### config.mk
export PLATFORM = sky130hd
export DESIGN_NAME = sprite_compositor
export DESIGN_NICKNAME = d
export VERILOG_FILES = /design/src/rtl/oled_pkg.sv /design/src/rtl/sprite_row_fetch.sv /design/src/rtl/sprite_compositor.sv
export SDC_FILE = /design/constraint.sdc
export NUM_CORES = 1
export LEC_CHECK = 0
export BUFFER_PORTS_ARGS = -buffer_cell sky130_fd_sc_hd__buf_4
export CELL_PAD_IN_SITES_DETAIL_PLACEMENT = 0
export CELL_PAD_IN_SITES_GLOBAL_PLACEMENT = 1
export CORE_MARGIN = 4
export CORE_UTILIZATION = 40
export CTS_BUF_LIST = sky130_fd_sc_hd__clkbuf_4 sky130_fd_sc_hd__clkbuf_8
export DETAILED_ROUTE_END_ITERATION = 10
export PLACE_DENSITY_LB_ADDON = 0.25
export SYNTH_ARGS = -nofsm -noshare
export SYNTH_HDL_FRONTEND = slang
export SYNTH_HIERARCHICAL = 1
export SYNTH_SLANG_ARGS = --single-unit
### constraint.sdc
create_clock -name clk -period 4.09 [get_ports clk]
set_input_delay 0.6135 -clock clk [delete_from_list [all_inputs] [get_ports clk]]
set_output_delay 0.6135 -clock clk [all_outputs]
set_load 0.1 [all_outputs]
### src/rtl/oled_pkg.sv
// Shared types and constants for the SSD1331 sprite path.
// Holds frame geometry defaults, sprite size, ROM address fields and fetch states.
package oled_pkg;

   localparam int H_RES_DEFAULT = 96;
   localparam int V_RES_DEFAULT = 64;

   localparam int SPRITE_W = 16;
   localparam int SPRITE_H = 16;

   localparam int FRAME_W = 3;
   localparam int ROW_W   = 4;
   localparam int BYTE_W  = 1;
   localparam int ADDR_W  = FRAME_W + ROW_W + BYTE_W;

   typedef logic [15:0] rgb565_t;

   typedef enum logic [1:0] {
      FS_IDLE,
      FS_LO,
      FS_HI,
      FS_DONE
   } fetch_state_t;

endpackage

### src/rtl/sprite_row_fetch.sv
// Prefetches the next scanline's 16-bit sprite row from the 1bpp ROM.
// Ports: clk/rst_n, i_x/i_y/i_next_pixel scan position, i_sx/i_sy/i_frame/
// i_mirror/i_en committed sprite params, o_rom_addr/i_rom_bits ROM port,
// i_swap line-end strobe, o_pend_* prefetched row bundle.
module sprite_row_fetch
   import oled_pkg::*;
#(
   parameter int V_RES      = V_RES_DEFAULT,
   parameter int PREFETCH_X = 80
) (
   input  logic              clk,
   input  logic              rst_n,
   input  logic [6:0]        i_x,
   input  logic [5:0]        i_y,
   input  logic              i_next_pixel,
   input  logic [6:0]        i_sx,
   input  logic [5:0]        i_sy,
   input  logic [2:0]        i_frame,
   input  logic              i_mirror,
   input  logic              i_en,
   output logic [ADDR_W-1:0] o_rom_addr,
   input  logic [7:0]        i_rom_bits,
   input  logic              i_swap,
   output logic [15:0]       o_pend_bits,
   output logic              o_pend_hit,
   output logic [6:0]        o_pend_x,
   output logic              o_pend_mirror
);

   fetch_state_t r_state;
   fetch_state_t w_next;

   logic [5:0]  r_ty;
   logic [15:0] r_bits;
   logic        r_hit;
   logic [6:0]  r_px;
   logic        r_mirror;

   logic       w_trig;
   logic       w_start;
   logic [6:0] w_row;
   logic       w_hit;
   logic [7:0] w_byte;

   assign w_trig  = i_next_pixel && (i_x == 7'(PREFETCH_X));
   assign w_start = (r_state == FS_IDLE) && w_trig;

   // 7-bit difference so rows above the sprite wrap to >= 16 and miss
   assign w_row  = {1'b0, r_ty} - {1'b0, i_sy};
   assign w_hit  = i_en && (w_row < 7'(SPRITE_H));
   assign w_byte = w_hit ? i_rom_bits : 8'h00;

   always_comb begin
      w_next     = r_state;
      o_rom_addr = '0;
      unique case (r_state)
         FS_IDLE: begin
            if (w_trig) w_next = FS_LO;
         end
         FS_LO: begin
            o_rom_addr = {i_frame, w_row[3:0], 1'b0};
            w_next     = FS_HI;
         end
         FS_HI: begin
            o_rom_addr = {i_frame, w_row[3:0], 1'b1};
            w_next     = FS_DONE;
         end
         FS_DONE: begin
            if (i_swap) w_next = FS_IDLE;
         end
         default: w_next = FS_IDLE;
      endcase
   end

   always_ff @(posedge clk or negedge rst_n) begin
      if (!rst_n) begin
         r_state  <= FS_IDLE;
         r_ty     <= '0;
         r_bits   <= '0;
         r_hit    <= 1'b0;
         r_px     <= '0;
         r_mirror <= 1'b0;
      end else begin
         r_state <= w_next;
         if (w_start) begin
            r_ty <= (i_y == 6'(V_RES - 1)) ? 6'd0 : i_y + 6'd1;
         end
         if (r_state == FS_LO) begin
            r_bits[7:0] <= w_byte;
            r_hit       <= w_hit;
            r_px        <= i_sx;
            r_mirror    <= i_mirror;
         end
         if (r_state == FS_HI) begin
            r_bits[15:8] <= w_byte;
         end
      end
   end

   // A swap while a fetch is in flight (or starting) hands stale data
   // to the display line; only a misplaced PREFETCH_X can cause it.
   always @(posedge clk) begin
      if (rst_n && i_swap) begin
         assert (r_state == FS_DONE ||
                 (r_state == FS_IDLE && !w_trig))
         else $error("sprite_row_fetch: swap before row fetch done");
      end
   end

   assign o_pend_bits   = r_bits;
   assign o_pend_hit    = r_hit;
   assign o_pend_x      = r_px;
   assign o_pend_mirror = r_mirror;

endmodule

### src/rtl/sprite_compositor.sv
// Per-pixel RGB565 source for oled_video: one 16x16 1bpp sprite over bg.
// Ports: clk/rst_n, x/y/next_pixel scan, color out, rom_addr/rom_bits ROM,
// pos_valid/pos_ready + pos_x/pos_y/pos_frame/pos_mirror/pos_en update.
module sprite_compositor
   import oled_pkg::*;
#(
   parameter int      H_RES      = H_RES_DEFAULT,
   parameter int      V_RES      = V_RES_DEFAULT,
   parameter int      PREFETCH_X = 80,
   parameter rgb565_t FG_COLOR   = 16'hFFE0,
   parameter rgb565_t BG_COLOR   = 16'h0010
) (
   input  logic              clk,
   input  logic              rst_n,
   input  logic [6:0]        x,
   input  logic [5:0]        y,
   input  logic              next_pixel,
   output rgb565_t           color,
   output logic [ADDR_W-1:0] rom_addr,
   input  logic [7:0]        rom_bits,
   input  logic              pos_valid,
   output logic              pos_ready,
   input  logic [6:0]        pos_x,
   input  logic [5:0]        pos_y,
   input  logic [2:0]        pos_frame,
   input  logic              pos_mirror,
   input  logic              pos_en
);

   logic       r_free;
   logic [6:0] r_sh_x;
   logic [5:0] r_sh_y;
   logic [2:0] r_sh_frame;
   logic       r_sh_mirror;
   logic       r_sh_en;

   logic [6:0] r_fx;
   logic [5:0] r_fy;
   logic [2:0] r_ff;
   logic       r_fm;
   logic       r_fen;

   logic [15:0] r_cur_bits;
   logic        r_cur_hit;
   logic [6:0]  r_cur_x;
   logic        r_cur_mirror;
   rgb565_t     r_color;

   logic        w_commit;
   logic        w_xfer;
   logic        w_swap;
   logic [15:0] w_pend_bits;
   logic        w_pend_hit;
   logic [6:0]  w_pend_x;
   logic        w_pend_mirror;
   logic [6:0]  w_c;
   logic        w_in;
   logic [3:0]  w_idx;

   assign w_commit = next_pixel && (x == 7'(PREFETCH_X))
                     && (y == 6'(V_RES - 1));
   assign w_swap   = next_pixel && (x == 7'(H_RES - 1));

   // The commit cycle blocks new transfers, even into an empty slot
   assign pos_ready = r_free && !w_commit;
   assign w_xfer    = pos_valid && pos_ready;

   always_ff @(posedge clk or negedge rst_n) begin
      if (!rst_n) begin
         r_free      <= 1'b1;
         r_sh_x      <= '0;
         r_sh_y      <= '0;
         r_sh_frame  <= '0;
         r_sh_mirror <= 1'b0;
         r_sh_en     <= 1'b0;
         r_fx        <= '0;
         r_fy        <= '0;
         r_ff        <= '0;
         r_fm        <= 1'b0;
         r_fen       <= 1'b0;
      end else begin
         if (w_xfer) begin
            r_free      <= 1'b0;
            r_sh_x      <= pos_x;
            r_sh_y      <= pos_y;
            r_sh_frame  <= pos_frame;
            r_sh_mirror <= pos_mirror;
            r_sh_en     <= pos_en;
         end
         if (w_commit && !r_free) begin
            r_free <= 1'b1;
            r_fx   <= r_sh_x;
            r_fy   <= r_sh_y;
            r_ff   <= r_sh_frame;
            r_fm   <= r_sh_mirror;
            r_fen  <= r_sh_en;
         end
      end
   end

   sprite_row_fetch #(
      .V_RES      (V_RES),
      .PREFETCH_X (PREFETCH_X)
   ) u_fetch (
      .clk           (clk),
      .rst_n         (rst_n),
      .i_x           (x),
      .i_y           (y),
      .i_next_pixel  (next_pixel),
      .i_sx          (r_fx),
      .i_sy          (r_fy),
      .i_frame       (r_ff),
      .i_mirror      (r_fm),
      .i_en          (r_fen),
      .o_rom_addr    (rom_addr),
      .i_rom_bits    (rom_bits),
      .i_swap        (w_swap),
      .o_pend_bits   (w_pend_bits),
      .o_pend_hit    (w_pend_hit),
      .o_pend_x      (w_pend_x),
      .o_pend_mirror (w_pend_mirror)
   );

   // Columns left of the sprite wrap to large c and fall outside
   assign w_c   = x - r_cur_x;
   assign w_in  = r_cur_hit && (w_c < 7'(SPRITE_W));
   assign w_idx = r_cur_mirror ? 4'd15 - w_c[3:0] : w_c[3:0];

   always_ff @(posedge clk or negedge rst_n) begin
      if (!rst_n) begin
         r_cur_bits   <= '0;
         r_cur_hit    <= 1'b0;
         r_cur_x      <= '0;
         r_cur_mirror <= 1'b0;
         r_color      <= BG_COLOR;
      end else begin
         if (w_swap) begin
            r_cur_bits   <= w_pend_bits;
            r_cur_hit    <= w_pend_hit;
            r_cur_x      <= w_pend_x;
            r_cur_mirror <= w_pend_mirror;
         end
         r_color <= (w_in && r_cur_bits[w_idx]) ? FG_COLOR : BG_COLOR;
      end
   end

   assign color = r_color;

endmodule

==> results of run 1 <==
## layout by cell type, fill, tap and decap left out, types with 3 or more instances in the layout
cell / count
dfrtp_1: 95
buf_4: 66
mux2_2: 59
inv_1: 28
ha_1: 17
o21ai_0: 16
a32oi_1: 16
nand2_1: 14
o21ai_1: 12
mux2_4: 10
clkbuf_8: 10
a21oi_1: 8
mux4_2: 8
and2_1: 7
nand3_1: 6
nor2_1: 6
mux2i_1: 5
nand3b_1: 4
xor2_1: 4
conb_1: 4
nor2b_1: 4
nand2b_1: 3
xnor2_1: 3
## final cells by class
cell class,instances,area [µm²],area share
inverter,29,109,0.0190
clock inverter,6,72.6,0.0127
timing repair buffer,66,495,0.0866
tap,168,210,0.0367
clock buffer,10,138,0.0241
multi-input combinational,247,2270,0.396
sequential,97,2430,0.425
## logic make-up (layout without fill, tap and decap cells)
family | Yosys count | count (layout) | synth area share
xor gates and xnor gates | 8 | 8 | 0.0171
adders and majority gates | 19 | 19 | 0.0507
DFF | 97 | 97 | 0.488
buffers and inverters | 54 | 111 | 0.0603
and+or+nand+nor | 65 | 65 | 0.0801
muxes | 82 | 82 | 0.210
other | 1 | 4 | 0.000753
AOI/OAI and AO/OA | 69 | 69 | 0.0937
## routing by layer
| metal | up-vias | part of all wire | wire length (µm) |
|---|---|---|---|
| li1 | 1524 | - | - |
| met1 | 1595 | 0.45 | 4500 |
| met3 | 11 | 0.057 | 563 |
| met5 | - | 0 | 0 |
| met4 | 0 | 0.018 | 179 |
| met2 | 80 | 0.47 | 4690 |
## state kept, by name, summed over array words and instances, names as in the netlist
register,count
u_fetch/r_state,2
r_sh_frame,3
color,2
u_fetch/o_pend_mirror,1
u_fetch/o_pend_x,7
r_fm,1
r_free,1
r_cur_mirror,1
r_cur_hit,1
r_sh_mirror,1
r_sh_x,7
r_fy,6
r_sh_y,6
r_sh_en,1
r_cur_x,7
r_cur_bits,16
u_fetch/r_ty,6
r_fen,1
r_ff,3
u_fetch/o_pend_bits,16
u_fetch/o_pend_hit,1
r_fx,7
## power groups by stage
stage / Combinational, mW / Clock (mW) / Sequential (mW)
finish: 0.556 / 0.657 / 1.03
floorplan: 0.405 / 0 / 1.04
global route: 0.606 / 0.731 / 1.04
global placement: 0.551 / 0 / 1.05
CTS: 0.562 / 0.689 / 1.03
detailed placement: 0.562 / 0 / 1.05
## worst paths after layout
check | from | end | slack [ns]
max | u_fetch/r_state[1] | rom_addr[4] | 1.29
min | rst_n | u_fetch/o_pend_bits[10] | 0.28
max reg2reg | r_cur_x[0] | color[4] | 1.71
min reg2reg | u_fetch/o_pend_x[3] | r_cur_x[3] | 0.49
max in group asynchronous | rst_n | u_fetch/o_pend_bits[11] | 2.99
min in group clk | pos_valid | r_free | 0.39
## worst max-delay path: stages (launching register included)
cell and delay, ns:
dfrtp_1 0.41, inv_1 0.11, ha_1 0.46, o21a_1 0.26, nand2_1 0.07, a21oi_1 0.17
buf_4 0.32
==> run summary, run 1 <==
WS Path Type: reg2out
grt met2 use: 0.229
ranking of synthesized cells by area: dfrtp_1 (48%), mux2_2 (13%), ha_1 (4.3%)
vias: 3210
Final min period: 2.80 ns
Tot Pwr: 2.24 mW
busiest grt layer: met2
EDFF count, synth: 0
gpl congestion: 0.815
gr usage total: 0.145
initial antenna violation count: 0
yosys warns: 6
die width: 120 µm
count leader, synth: dfrtp_1
TritonCTS buffer count: 9
Startpoint Class: flop
cts repair resizes: 0
vias in the first global route: 3158
dpl cell area: 5510 µm²
Hold Buf Count CTS: 0
share of cells above drive strength 1: 0.382
Critical Path End Type: output port
Final setup viols: 0
height of the die: 120 µm
net switching power: 0.741 mW
share of the synthesized area in the top cell type: 0.477
Fmax: 358 MHz
Post-CTS Setup Bufs: 0
antenna-violating nets left: 0
Hold Violations, Final: 0
# DRC: 0
drt via density: 5.15
drt pass-1 iters: 4
mean post-synth cell area: 12.6 µm²
Sw Share: 0.331
max_cap viols: 0
CTS Root Cell: clkbuf_8
post-synthesis sequential area ratio: 0.488
Clk pwr share: 0.293
DR iter-0 viols: 169
ANT cells: 0
H-tree levels: 3
met1 Resource Use GR: 0.192
pre-CTS setup slack: 1.24 ns
Hold WS: 0.276 ns
global-route wire length before repair: 16300 µm
Syn Std Cell Area: 4980 µm²
Yosys reg bits: 97
M3 GR Usage: 0.0438
crit-path max FO: 12
Worst-path clk slew: 0.09 ns
DP HPWL: 7350 µm
largest net degree at the start of global routing: 54
count of cell types in the netlist: 59
Pint: 1.50 mW
slew margin rel.: 0.506
Filler cells: 1153
cell taking the most area after synthesis: dfrtp_1
PwrDens: 392 nW/µm²
Peak VDD IR: 0.299 mV
area of the core: 12100 µm²
status: complete, no violations
Worst Max-Slew Pin Slew: 0.740 ns
Syn Inst Count: 395
r2r worst-path depth: 7
Initial Util: 0.411
RSZ-0062 raised after global routing: false
fin crit share: 0.684
fin area: 5720 µm²
gr ovfl total: 0
worst skew pair latency: 0.37 ns
fin nets: 512
Pleak: 2.79 nW
IO Pins: 68
setup ws final: 1.29 ns
most instantiated cells after synthesis: dfrtp_1 (95), mux2_2 (59), inv_1 (28)
setup TNS: 0 ns
class of the tightest hold or removal check: in2async
Seq pwr share: 0.459
Placed Cells: 607
Critical Path RT: 3.48 ns
top_reg_cell synth: dfrtp_1
buffer levels on the longest clock path: 2
clock skew: 0.0103 ns
Final Max Slew Viols: 0
die area: 14300 µm²
Clock Sinks: 97
crit path DAT: 2.18 ns
standard-cell rows: 40
Finished Layout Cells: 623
drt wl/cell: 15.9 µm
CTS tree: yes
Final Core Density: 0.472
Post-Route WL: 9930 µm
Comb power frac: 0.248
# port buffers: 63
Async S/R FF share, synth: 1.00
area delta synth->final: 14.8%
Power figures use the tool's default switching activity.
==> run 2, diff against run 1 <==
==> constraint.sdc (replaced) <==
create_clock -name clk -period 2.75 [get_ports clk]
set_input_delay 0.4125 -clock clk [delete_from_list [all_inputs] [get_ports clk]]
set_output_delay 0.4125 -clock clk [all_outputs]
set_load 0.1 [all_outputs]
==> run 2 against run 1 <==
Against the previous run: total power up 46%; non-clock buffer count up 1; first-iteration DRC count down 21%; register-to-register slack worse by 1.3 ns; clock-buffer cell count down 1; highest routed layer unchanged; critical path type unchanged; combinational power up 56%; flip-flop and latch count unchanged; die area unchanged; clock power up 34%; core utilization up 0.30 points.
==> run summary, run 2 (synthesis gave the netlist of run 1 again) <==
antenna-violating nets left: 0
area of the core: 12100 µm²
reg2reg setup slack: 0.39 ns
worst r2r src: r_cur_x[0]
Filler cells: 1126
vias: 3212
drt pass-1 iters: 4
slowest stage cell, crit path: dfrtp_1
slew margin rel.: 0.534
Critical Path RT: 2.34 ns
IO Pins: 68
DP HPWL: 7240 µm
crit-path leading delay family: compound AO/OA/AOI/OAI gates
commonest cells after routing, fill and taps aside: dfrtp_1 (95), buf_4 (65), mux2_2 (59), inv_1 (28)
Final Max Slew Viols: 0
CTS Root Cell: clkbuf_8
Hold Violations, Final: 0
global-route wire length before repair: 16300 µm
crit-path max FO: 3
Final setup viols: 0
CTS tree: yes
drt wl/cell: 15.9 µm
gpl congestion: 0.840
drt via density: 5.15
Fmax: 393 MHz
Clock Sinks: 97
height of the die: 120 µm
max_cap viols: 0
Worst-path clk slew: 0.10 ns
Initial Util: 0.411
Final min period: 2.54 ns
Post-Route WL: 9900 µm
fin nets: 513
crit path DAT: 2.13 ns
# DRC: 0
# port buffers: 63
H-tree levels: 3
TritonCTS buffer count: 9
gr usage total: 0.144
buffer levels on the longest clock path: 2
clock skew: 0.0116 ns
DR iter-0 viols: 134
Peak VDD IR: 0.420 mV
standard-cell rows: 40
WS Path Type: reg2out
Tot Pwr: 3.28 mW
Pleak: 2.79 nW
CP Cell Sequence: inv_1 -> ha_1 -> nor2b_1 -> o31ai_2 -> nand2_1 -> a21oi_2 -> buf_4
RSZ-0062 raised after global routing: false
PwrDens: 570 nW/µm²
commonest non-fill, non-tap cell in the layout: dfrtp_1
Hold Buf Count CTS: 0
gr ovfl total: 0
Reg-to-Reg End: color[4]
Startpoint Class: flop
vias in the first global route: 3207
largest net degree at the start of global routing: 98
slowest cell delay on critical path: 0.41 ns
die width: 120 µm
fin crit share: 0.925
Worst Max-Slew Pin Slew: 0.699 ns
setup TNS: 0 ns
share of cells above drive strength 1: 0.395
ANT cells: 0
class of the tightest hold or removal check: in2async
die area: 14300 µm²
initial antenna violation count: 0
Post-CTS Setup Bufs: 0
area delta synth->final: 15.5%
worst skew pair latency: 0.38 ns
Critical Path End Type: output port
r2r worst-path depth: 7
Crit path buffers/inverters: 2
status: complete, no violations
## run 2: worst max path at each step
stage                             startpoint     endpoint  depth (start not counted)
after detailed placement                x[0]     color[4]                          9
after global routing                 r_fy[1]  rom_addr[4]                          7
after floorplan           u_fetch/r_state[0]  rom_addr[4]                          5
after CTS                 u_fetch/r_state[0]  rom_addr[3]                          5
after global placement                  x[0]     color[4]                          9
final                                r_fy[1]  rom_addr[4]                          7
## run 2: final cells by class
| type | count | area [µm²] | area share |
|---|---|---|---|
| inverter | 29 | 109 | 0.0189 |
| tap | 168 | 210 | 0.0365 |
| multi-input combinational | 247 | 2290 | 0.399 |
| sequential | 97 | 2430 | 0.422 |
| clock buffer | 9 | 124 | 0.0215 |
| clock inverter | 7 | 61.3 | 0.0106 |
| timing repair buffer | 67 | 528 | 0.0917 |
## run 2: repair_timing
action,in CTS,in global routing
gates resized for setup,0,1
endpoints found under the hold margin,0,0
endpoints found under the setup margin,0,1
## run 2: power breakdown
part           switching [mW]  internal (mW)
Sequential             0.0395           1.49
Clock                   0.536          0.346
Combinational           0.568          0.302
Total                    1.14           2.14
## run 2: through the flow
| stage | instance area [µm²] | hold WS (ns) | utilization | instances | worst slack (ns) |
|---|---|---|---|---|---|
| 2_1_floorplan | 5020 | 0.117 | - | 398 | 0.177 |
| 3_3_place_gp | 5570 | 0.465 | 0.460 | 608 | 0.181 |
| 3_5_place_dp | 5570 | 0.464 | 0.460 | 608 | 0.134 |
| 4_1_cts | 5760 | 0.0962 | 0.475 | 624 | 0.0533 |
| 5_1_grt | 5760 | 0.0915 | 0.475 | 624 | 0.0431 |
| 6_report | 5760 | 0.0730 | 0.475 | 624 | 0.206 |
## run 2: layer usage
metal  part of all wire  GRT usage  up-vias
met5                  0          0        -
met4              0.013     0.0387        0
met3              0.056     0.0434       10
met2               0.49      0.234       82
met1               0.44      0.187     1591
li1                   -          -     1529
